<file path="src/rtl/stack_alu_sequencer.sv">
// Program sequencer for the stack ALU: loads (opcode, operand) pairs, replays them, captures the result.
// Optional SEQ_OVF_ABORT_EN: first add/mul overflow during a run stops issuing and drains early.
module stack_alu_sequencer #(
    parameter int N     = 4,
    parameter int DEPTH = 16,
    parameter int AW    = $clog2(DEPTH)
) (
    input  logic          clk,
    input  logic          rst,
    input  logic          load_valid,
    input  logic [2:0]    load_opcode,
    input  logic [N-1:0]  load_data,
    output logic          load_ready,
    input  logic          prog_clr,
    output logic [AW:0]   prog_len,
    input  logic          start,
    output logic          busy,
    output logic          done,
    output logic [N-1:0]  alu_in,
    output logic [2:0]    alu_opcode,
    input  logic [N-1:0]  alu_out,
    input  logic          alu_overflow,
    output logic [N-1:0]  result,
    output logic          result_overflow
);

    localparam logic [1:0] S_IDLE  = 2'd0;
    localparam logic [1:0] S_RUN   = 2'd1;
    localparam logic [1:0] S_DRAIN = 2'd2;
    localparam logic [1:0] S_DONE  = 2'd3;

    localparam logic [2:0]  OP_NOP = 3'b000;
    localparam logic [AW:0] FULL   = (AW+1)'(DEPTH);

    logic [2:0]   mem_op   [DEPTH];
    logic [N-1:0] mem_data [DEPTH];

    logic [1:0]  state;
    logic [AW:0] pc;
    logic        start_go;
    logic        load_we;
    logic        arith;
    logic        ovf_hit;
    logic        abort;
    logic        last;

    assign load_ready = (state == S_IDLE) && (prog_len < FULL);
    assign busy       = (state == S_RUN) || (state == S_DRAIN);
    assign done       = (state == S_DONE);

    assign start_go = (state == S_IDLE) && start && !prog_clr
                   && (prog_len != '0);
    assign load_we  = load_valid && load_ready && !prog_clr && !start_go;

    // Add and mul are the only opcodes whose overflow is meaningful.
    assign arith   = (alu_opcode[2:1] == 2'b10);
    assign ovf_hit = (state == S_RUN) && arith && alu_overflow;
    assign last    = (pc == prog_len);

`ifdef SEQ_OVF_ABORT_EN
    assign abort = ovf_hit;
`else
    assign abort = 1'b0;
`endif

    always_ff @(posedge clk) begin
        if (load_we) begin
            mem_op[prog_len[AW-1:0]]   <= load_opcode;
            mem_data[prog_len[AW-1:0]] <= load_data;
        end
    end

    always_ff @(posedge clk or posedge rst) begin
        if (rst) begin
            state           <= S_IDLE;
            pc              <= '0;
            prog_len        <= '0;
            alu_in          <= '0;
            alu_opcode      <= OP_NOP;
            result          <= '0;
            result_overflow <= 1'b0;
        end else begin
            unique case (state)
                S_IDLE: begin
                    if (prog_clr) begin
                        prog_len <= '0;
                    end else if (load_we) begin
                        prog_len <= prog_len + 1'b1;
                    end
                    // pc is always 0 here, so it addresses the first entry.
                    if (start_go) begin
                        state           <= S_RUN;
                        pc              <= pc + 1'b1;
                        alu_opcode      <= mem_op[pc[AW-1:0]];
                        alu_in          <= mem_data[pc[AW-1:0]];
                        result_overflow <= 1'b0;
                    end
                end
                S_RUN: begin
                    if (ovf_hit) begin
                        result_overflow <= 1'b1;
                    end
                    if (abort || last) begin
                        state      <= S_DRAIN;
                        alu_opcode <= OP_NOP;
                        alu_in     <= '0;
                    end else begin
                        alu_opcode <= mem_op[pc[AW-1:0]];
                        alu_in     <= mem_data[pc[AW-1:0]];
                        pc         <= pc + 1'b1;
                    end
                end
                S_DRAIN: begin
                    result          <= alu_out;
                    result_overflow <= result_overflow | alu_overflow;
                    pc              <= '0;
                    state           <= S_DONE;
                end
                S_DONE: begin
                    state <= S_IDLE;
                end
                default: begin
                    state <= S_IDLE;
                end
            endcase
        end
    end

endmodule

</file>
<file path="config.mk">
export PLATFORM = sky130hd
export DESIGN_NAME = stack_alu_sequencer
export DESIGN_NICKNAME = d
export VERILOG_FILES = /design/src/rtl/stack_alu_sequencer.sv
export SDC_FILE = /design/constraint.sdc
export NUM_CORES = 1
export LEC_CHECK = 0
export CAP_MARGIN = 20
export CORE_MARGIN = 8
export CORE_UTILIZATION = 40
export DETAILED_ROUTE_END_ITERATION = 6
export DONT_BUFFER_PORTS = 1
export GPL_ROUTABILITY_DRIVEN = 1
export PLACE_DENSITY = 0.65
export SLEW_MARGIN = 25
export SYNTH_ARGS = -nofsm -noshare
export SYNTH_HDL_FRONTEND = slang
export SYNTH_SLANG_ARGS = --single-unit
</file>
<file path="constraint.sdc">
create_clock -name clk -period 4.8 [get_ports clk]
set_input_delay 0.72 -clock clk [delete_from_list [all_inputs] [get_ports clk]]
set_output_delay 0.72 -clock clk [all_outputs]
set_load 0.02 [all_outputs]
</file>
# Word level (Yosys, flattened, before mapping)
# Memory sizes are Yosys's and may differ from the RTL's.
# Index checks and enable logic that the tools add are counted.
[totals]
out_inout_bits = 20
register_bits = 24
memories = 2
ramBits = 112
[classes]
bitwise_logic = 1
n_addsub = 2
reduce_logical = 22
muxes = 19
n_lt_le_gt_ge = 1
eq_ne = 9
[mem_list]
columns = ["name", "words", "width", "rd", "rd_ports_with_merged_regs", "write_ports", "line_no", "source"]
rows = [
  ["mem_data", 16, 4, 1, 0, 1, "36", "logic [N-1:0] mem_data [DEPTH];"],
  ["mem_op", 16, 3, 1, 0, 1, "35", "logic [2:0] mem_op [DEPTH];"],
]
[op_table]
columns = ["operator", "n"]
rows = [
  ["2-to-1 mux 5 bit", 4],
  ["one-hot mux 5 bit (3 select lines)", 1],
  ["adder 5 x 1 -> 5 bit, second input constant", 2],
  ["logical AND 1 bit", 9],
  ["2-to-1 mux 4 bit", 2],
  ["inequality test 2 bit, second input constant", 4],
  ["one-hot mux 2 bit (4 select lines)", 1],
  ["one-hot mux 4 bit (2 select lines)", 1],
  ["== test 2 bit, second input constant", 3],
  ["2-to-1 mux 3 bit", 2],
  ["one-hot mux 3 bit (2 select lines)", 1],
  ["AND reduction 2 bit", 3],
  ["AND reduction 3 bit", 2],
  ["== test 5 bit", 1],
  ["less-than comparator 5 bit, second input constant", 1],
  ["nonzero test 5 bit", 1],
  ["2-to-1 mux 1 bit", 4],
  ["2-to-1 mux 2 bit", 2],
  ["nonzero test 2 bit", 2],
  ["one-hot mux 1 bit (3 select lines)", 1],
  ["nonzero test 3 bit", 1],
  ["== test 2 x 1 -> 1 bit, second input constant", 1],
  ["zero test 1 bit", 2],
  ["zero test 2 bit", 1],
  ["2 further kinds", 2],
]

# Depth between registers and ports, before layout
# Gate-level depths: netlist (run 1).
[logic_depth]
word_depth = 8
mapped_depth = 8
mapped_depth_nobuf = 7

# Worst setup path before layout (run 1)
# No wires, ideal clock.
[synth_path]
path_kind = "reg-to-reg"
from = "register prog_len[0]"
to = "memory mem_data[10][0], enable pin"
path_buffers = 0
arrival_ns = 2.138
t_required_ns = 4.474
path_slack_ns = 2.336
setup_ns = 0.326
path_stages_with_launch = 8
cell_sequence = "dfrtp_1 > inv_1 > ha_1 > or4b_4 > a21oi_4 > nand3b_2 > nor3b_2 > and2_1"
[synth_between]
elab_chain_len = 7
elab_cells_between_ends = 10
classes_between = "order compare: 1; mux: 2; reduce/logical: 7"
[synth_lines]
columns = ["item", "line_no", "source"]
rows = [
  ["start, declared", "15", "output logic [AW:0] prog_len,"],
  ["start signal, assigned", "88", "prog_len <= prog_len + 1'b1;"],
  ["less-than comparator 5 bit", "47", "assign load_ready = (state == S_IDLE) && (prog_len < FULL);"],
  ["logical AND 1 bit", "47", ""],
  ["logical AND 1 bit (3 in series)", "53", "assign load_we = load_valid && load_ready && !prog_clr && !start_go;"],
  ["2-to-1 mux 1 bit", "67", "if (load_we) begin"],
  ["2-to-1 mux 1 bit (not written as such)", "69", "mem_data[prog_len[AW-1:0]] <= load_data;"],
  ["end, declared", "36", ""],
]
# Parallel ways exist; a longest one is shown, timed or not.

# Final worst setup path (run 1)
[layout_path]
from = "register prog_len[0]"
to = "memory mem_op[2][0], enable pin"
[layout_between]
elab_chain_len = 7
elab_cells_between_ends = 10
classes_between = "order compare: 1; mux: 2; reduce/logical: 7"
[layout_lines]
columns = ["item", "line_no", "source"]
rows = [
  ["less-than comparator 5 bit", "47", ""],
  ["logical AND 1 bit", "47", ""],
  ["logical AND 1 bit (3 in series)", "53", ""],
  ["2-to-1 mux 1 bit", "67", ""],
  ["2-to-1 mux 1 bit (not written as such)", "68", "mem_op[prog_len[AW-1:0]] <= load_opcode;"],
  ["end, declared", "35", ""],
]
# Parallel ways exist; a longest one is shown, timed or not.

==> results of run 1 <==
## layout make-up
class	count	share of cell area (%)
Multi-Input combinational cell	184	25.9
Clock buffer	20	6.71
Inverter	6	0.346
Timing Repair Buffer	2	0.231
Clock inverter	11	2.38
Tap cell	184	3.54
Sequential cell	136	60.9
## worst max-delay path, cell delays in order (launching register included)
cell      delay, ns
dfrtp_1        0.52
inv_1          0.15
ha_1           0.28
or4b_4         0.55
a21oi_4        0.19
nand3b_2       0.18
nor3_2         0.30
and2_1         0.38
## metal layers
layer  part of all wire [%]  vias up  track usage, %
met5                      0        -               0
met3                    6.7       23            4.66
met1                     43     1512            17.4
met2                     48       99            22.0
li1                       -     1351               -
met4                    2.4        0            7.38
## registers in the layout (all words and copies together) (netlist names)
signal and cells:
alu_in 4, alu_opcode 3, mem_data 64, mem_op 48, pc 5, prog_len 5, result 4, result_overflow 1
state 2
## synth_stat cells (all sizes together) (3+ instances only)
master  count  area share, %
edfxtp    112             58
dfrtp      24             10
mux4       20            7.8
nand2      19            1.2
o21ai      17            1.5
and2       13            1.4
mux2       13            2.5
ha         10            2.2
mux2i      10            1.7
buf         9           0.91
a22o        8            1.2
clkbuf      8           0.52
a21oi       7            1.0
a22oi       7           0.91
nor2        7           0.46
o22ai       7           0.76
inv         6           0.39
and3        5           0.54
xor2        5           0.76
nand3b      4           0.59
nor2b       4           0.43
nor3        4           0.43
a211oi      3           0.39
nand2b      3           0.33
## path summary, 6_finish.rpt
| path | start | to | slack [ns] | cells past startpoint |
|---|---|---|---|---|
| setup / recovery | prog_len[0] | mem_op[2][0] | 1.91 | 7 |
| hold / removal | rst | state[0] | 0.21 | 1 |
| setup reg to reg | prog_len[0] | mem_op[2][0] | 1.91 | 7 |
| hold reg to reg | state[1] | state[1] | 0.59 | 1 |
| max in group asynchronous | rst | pc[2] | 4.22 | 1 |
| min in group clk | prog_clr | prog_len[4] | 0.39 | 1 |
## kinds of logic after synthesis
| kind of cell | count (synthesis) | synth area share, % |
|---|---|---|
| multiplexers | 43 | 12.1 |
| buffers and inverters | 23 | 1.83 |
| adder cells (fa/ha/maj) | 10 | 2.17 |
| XOR/XNOR | 5 | 0.761 |
| flip-flops | 136 | 68.9 |
| AND/OR/NAND/NOR | 70 | 7.13 |
| AO/OA/AOI/OAI | 56 | 7.13 |
## layout by cell type (no fill, tap or decap), types with 4 or more instances in the layout
cell type / n
edfxtp_1: 112
mux2_2: 13
ha_1: 10
xor2_1: 5
and3_1: 5
mux4_2: 20
inv_1: 5
clkbuf_16: 17
dfrtp_1: 23
a21oi_1: 5
nor2b_1: 4
o22ai_1: 7
nor2_1: 7
nand2_1: 19
and2_1: 13
a22oi_1: 7
a22o_1: 8
o21ai_0: 16
bufinv_16: 4
mux2i_1: 10
## stage by stage
stage,hold WS (ns),cell area (sq um),utilization (%),worst slack [ns],cells
after detailed placement,0.564,5920,41.4,1.89,512
after global placement,0.552,5920,41.4,1.97,512
after global routing,0.262,6510,45.5,1.74,543
after CTS,0.375,6510,45.5,1.86,543
after floorplan,0.533,5760,-,2.34,343
final,0.213,6510,45.5,1.91,543
## report_power, final
group | internal (W) | leakage [nW] | total, W | switching (W)
Combinational | 0.000402 | 0.637 | 0.000928 | 0.000526
Clock | 0.000857 | 0.290 | 0.00131 | 0.000458
Sequential | 0.00137 | 1.31 | 0.00154 | 0.000170
Total | 0.00263 | 2.24 | 0.00378 | 0.00115
==> run_results.csv, run 1 <==
group,metric,value,unit
status,status,"complete, no violations",
logic_synthesis,syn_inst,343,
logic_synthesis,syn-num-nets,370,
logic_synthesis,syn-cell-area,5760,sq um
sta,final-hold-violation-count,0,
clock_tree,clkSinkCount,136,
worst_setup_path,start_kind,"flip-flop",
worst_setup_path,endpoint_kind,"flip-flop",
logic_synthesis,yosys_most_used_dff,"edfxtp_1",
logic_synthesis,avgSynthCellArea,16.8,sq um
routing,dr.pass1.iters,4,
clock_tree,clkTransAtPathRegs,0.06,ns
routing,avgViaCountPerCell,5.50,
placed_design,routabilityCongestion,0.785,
power_and_ir_drop,leakage,2.24,nW
floorplanning,core,14300,sq um
logic_synthesis,synth_seq_cells,136,
grt,grt_overflow,0,
sta,finalCritPeriodShare,60.2,%
routing,drc_errors,0,
logic_synthesis,ys_warn_count,0,
clock_tree,cts_root_buf,"clkbuf_16",
routing,ant_nets,0,
placed_design,port_buffers,0,
logic_synthesis,async_flop_share,17.6,%
sta,tns,0,ns
sta,fin_crit,2.89,ns
sta,fmax,346,MHz
grt,grt_max_degree,38,
floorplanning,pin_count,37,
grt,grt_pass1_wl,18800,um
power_and_ir_drop,power_density,581,nW/um^2
hold_path,min_path_type,"input pin to asynchronous set/reset pin",
floorplanning,start_util,40.2,%
floorplanning,die_y,136,um
sta,fin_skew,0.00674,ns
clock_tree,clk_path_buf_depth,2,
power_and_ir_drop,total_power,0.00378,W
placed_design,hpwl,8150,um
routing,drt_wl_total,12300,um
worst_setup_path,cp_max_fo,8,
floorplanning,die_w,136,um
routing,vias,2985,
clock_tree,cts_tree,"yes",
clock_tree,cts_max_level,4,
logic_synthesis,yosys.cell_types.count,45,
logic_synthesis,synth_edf_count,112,
clock_tree,ctsResizeCount,0,
cells_and_area,multi_input_area,1690,sq um
cells_and_area,n_fill_cell,1227,
cells_and_area,ff_latch_area,3970,sq um
clock_tree,post_cts_buffers,0,
sta,rsz0062_at_grt,"no",
flow_run,max_cap_violations,0,
grt,antenna_found_initial,0,
grt,grt_usage,14.2,%
clock_tree,cts_buffers,17,
sta,drv_slew,0,
clock_tree,cts_hold_buf,0,
floorplanning,rows,44,
cells_and_area,drive_gt1_share,20.6,%
worst_setup_path,arrival,2.98,ns
cells_and_area,final_nets,374,
clock_tree,insertion_delay,0.42,ns
cells_and_area,diodes,0,
routing,post_drt_wl_per_cell,22.7,um
floorplanning,dieArea,18500,sq um
logic_synthesis,yosysSeqAreaShare,68.9,%
sta,worst_pin_slew,0.664,ns
sta,max_slew_margin,55.7,%
sta,setup_violations,0,
worst_setup_path,cp.required,4.89,ns
grt,grt_pass1_vias,3120,
worst_setup_path,critical_path_class,"flip-flop to flip-flop",
cells_and_area,area_growth,13.1,%
routing,drtIter0Drc,296,
power_and_ir_drop,peakVddDrop,0.272,mV
No activity file was read; power rests on OpenSTA's default activity.
==> run 2: changes to the inputs <==
- PLACE_DENSITY: 0.65 -> 0.67
- clock period: 4.8 -> 2.55 ns (I/O delays scaled with it)
==> run_results.csv, run 2 (synthesized netlist as in run 1, its figures left out) <==
group,metric,value,unit
worst_setup_path,cp_top_family,"simple AND/OR/NAND/NOR gates",
floorplanning,core,14300,sq um
worst_setup_path,cp_slowest_cell,"or4b_4",
cells_and_area,ff_latch_area,3970,sq um
power_and_ir_drop,leakage,2.29,nW
routing,ant_nets,0,
worst_setup_path,cp.required,2.63,ns
grt,grt_overflow,0,
clock_tree,cts_tree,"yes",
routing,drt_wl_total,12300,um
clock_tree,clkSinkCount,136,
flow_run,max_cap_violations,0,
sta,fin_crit,2.43,ns
cells_and_area,drive_gt1_share,26.2,%
grt,grt_pass1_wl,19200,um
sta,drv_slew,0,
placed_design,hpwl,8180,um
sta,fin_ws,0.118,ns
placed_design,port_buffers,0,
routing,dr.pass1.iters,4,
clock_tree,cts_max_level,4,
sta,hold_ws,0.0611,ns
worst_setup_path,endpoint_kind,"flip-flop",
cells_and_area,area_growth,15.0,%
placed_design,dp_slack,0.0947,ns
cells_and_area,final_cell_mix,"edfxtp_1, dfrtp_1, mux4_2",
sta,final-hold-violation-count,0,
clock_tree,clkTransAtPathRegs,0.05,ns
routing,post_drt_wl_per_cell,22.2,um
power_and_ir_drop,power_density,1080,nW/um^2
clock_tree,insertion_delay,0.41,ns
grt,grt_max_degree,27,
power_and_ir_drop,peakVddDrop,0.516,mV
worst_setup_path,cp_cell_sequence,"inv_1 > ha_1 > or4b_4 > a21oi_4 > nand3b_2 > nor2_1 > and3_1",
grt,antenna_found_initial,0,
routing,vias,3088,
cells_and_area,diodes,0,
floorplanning,dieArea,18500,sq um
clock_tree,cts_root_buf,"clkbuf_16",
cells_and_area,multi_input_area,1700,sq um
worst_setup_path,max_stage_delay,0.48,ns
cells_and_area,layout_commonest_cell,"edfxtp_1",
clock_tree,cts_buffers,17,
cells_and_area,largest_reg_flops,64,
status,status,"complete, no violations",
floorplanning,rows,44,
cells_and_area,final_nets,385,
sta,fmax,411,MHz
grt,grt_pass1_vias,3158,
worst_setup_path,arrival,2.51,ns
floorplanning,die_y,136,um
clock_tree,clk_path_buf_depth,2,
worst_setup_path,path_buf_inv,1,
routing,drc_errors,0,
floorplanning,pin_count,37,
power_and_ir_drop,total_power,0.00718,W
sta,setup_violations,0,
sta,fin_skew,0.00963,ns
worst_setup_path,cp_max_fo,7,
worst_setup_path,critical_path_class,"flip-flop to flip-flop",
sta,max_slew_margin,53.9,%
grt,grt_usage,14.1,%
placed_design,routabilityCongestion,0.781,
floorplanning,start_util,40.2,%
cells_and_area,n_fill_cell,1216,
routing,drtIter0Drc,224,
sta,worst_pin_slew,0.691,ns
sta,finalCritPeriodShare,95.4,%
routing,avgViaCountPerCell,5.57,
floorplanning,die_w,136,um
hold_path,min_path_type,"input pin to flip-flop",
worst_setup_path,start_kind,"flip-flop",
run 2: final timing paths:
path / from / end / slack, ns / cells past startpoint
setup / recovery: prog_len[0] / mem_op[4][2] / 0.12 / 7
hold / removal: prog_clr / prog_len[4] / 0.06 / 1
setup reg to reg: prog_len[0] / mem_op[4][2] / 0.12 / 7
hold reg to reg: state[1] / state[1] / 0.57 / 1
max in group asynchronous: rst / pc[2] / 1.71 / 2
min in group asynchronous: rst / result[0] / 0.47 / 2
run 2: power by group:
part / switching (W) / internal [W] / leakage [nW]
clock network: 0.000881 / 0.00152 / 0.278
registers: 0.000320 / 0.00258 / 1.31
logic: 0.00103 / 0.000839 / 0.703
total: 0.00223 / 0.00494 / 2.29
run 2: worst reg2reg max path, stage by stage, from the launching register on:
cell and delay (ns):
dfrtp_1 0.37, inv_1 0.08, ha_1 0.17, or4b_4 0.48
a21oi_4 0.18, nand3b_2 0.18, nor2_1 0.23, and3_1 0.39
run 2: what timing repair did:
action / CTS / global route
hold buffers: 0 / 1
buffers inserted: 0 / 0
setup endpoints to repair: 0 / 77
resized for setup: 0 / 11
endpoints found under the hold margin: 0 / 24
run 2: layout make-up:
cell class,count,area share (%)
clock buffer,18,6.49
clock inverter,13,2.36
inverter,6,0.340
multi-input combinational,184,25.7
sequential,136,59.9
tap,184,3.48
timing repair buffer,13,1.70
run 2: layer usage:
metal  GRT usage, %  share of wire, %  vias to the layer above
met5              0                 0                        -
met4           5.55               1.4                        0
met3           4.21               5.7                       18
met2           22.5                50                       87
met1           17.7                43                     1602
li1               -                 -                     1381
run 2: metrics by stage:
stage / area [sq um] / cells / setup TNS (ns) / util, %
floorplan: 5760 / 343 / 0 / -
global placement: 6010 / 522 / 0 / 42.0
detailed placement: 6010 / 522 / 0 / 42.0
CTS: 6590 / 553 / 0 / 46.1
global route: 6620 / 554 / -0.199 / 46.2
finish: 6620 / 554 / 0 / 46.2
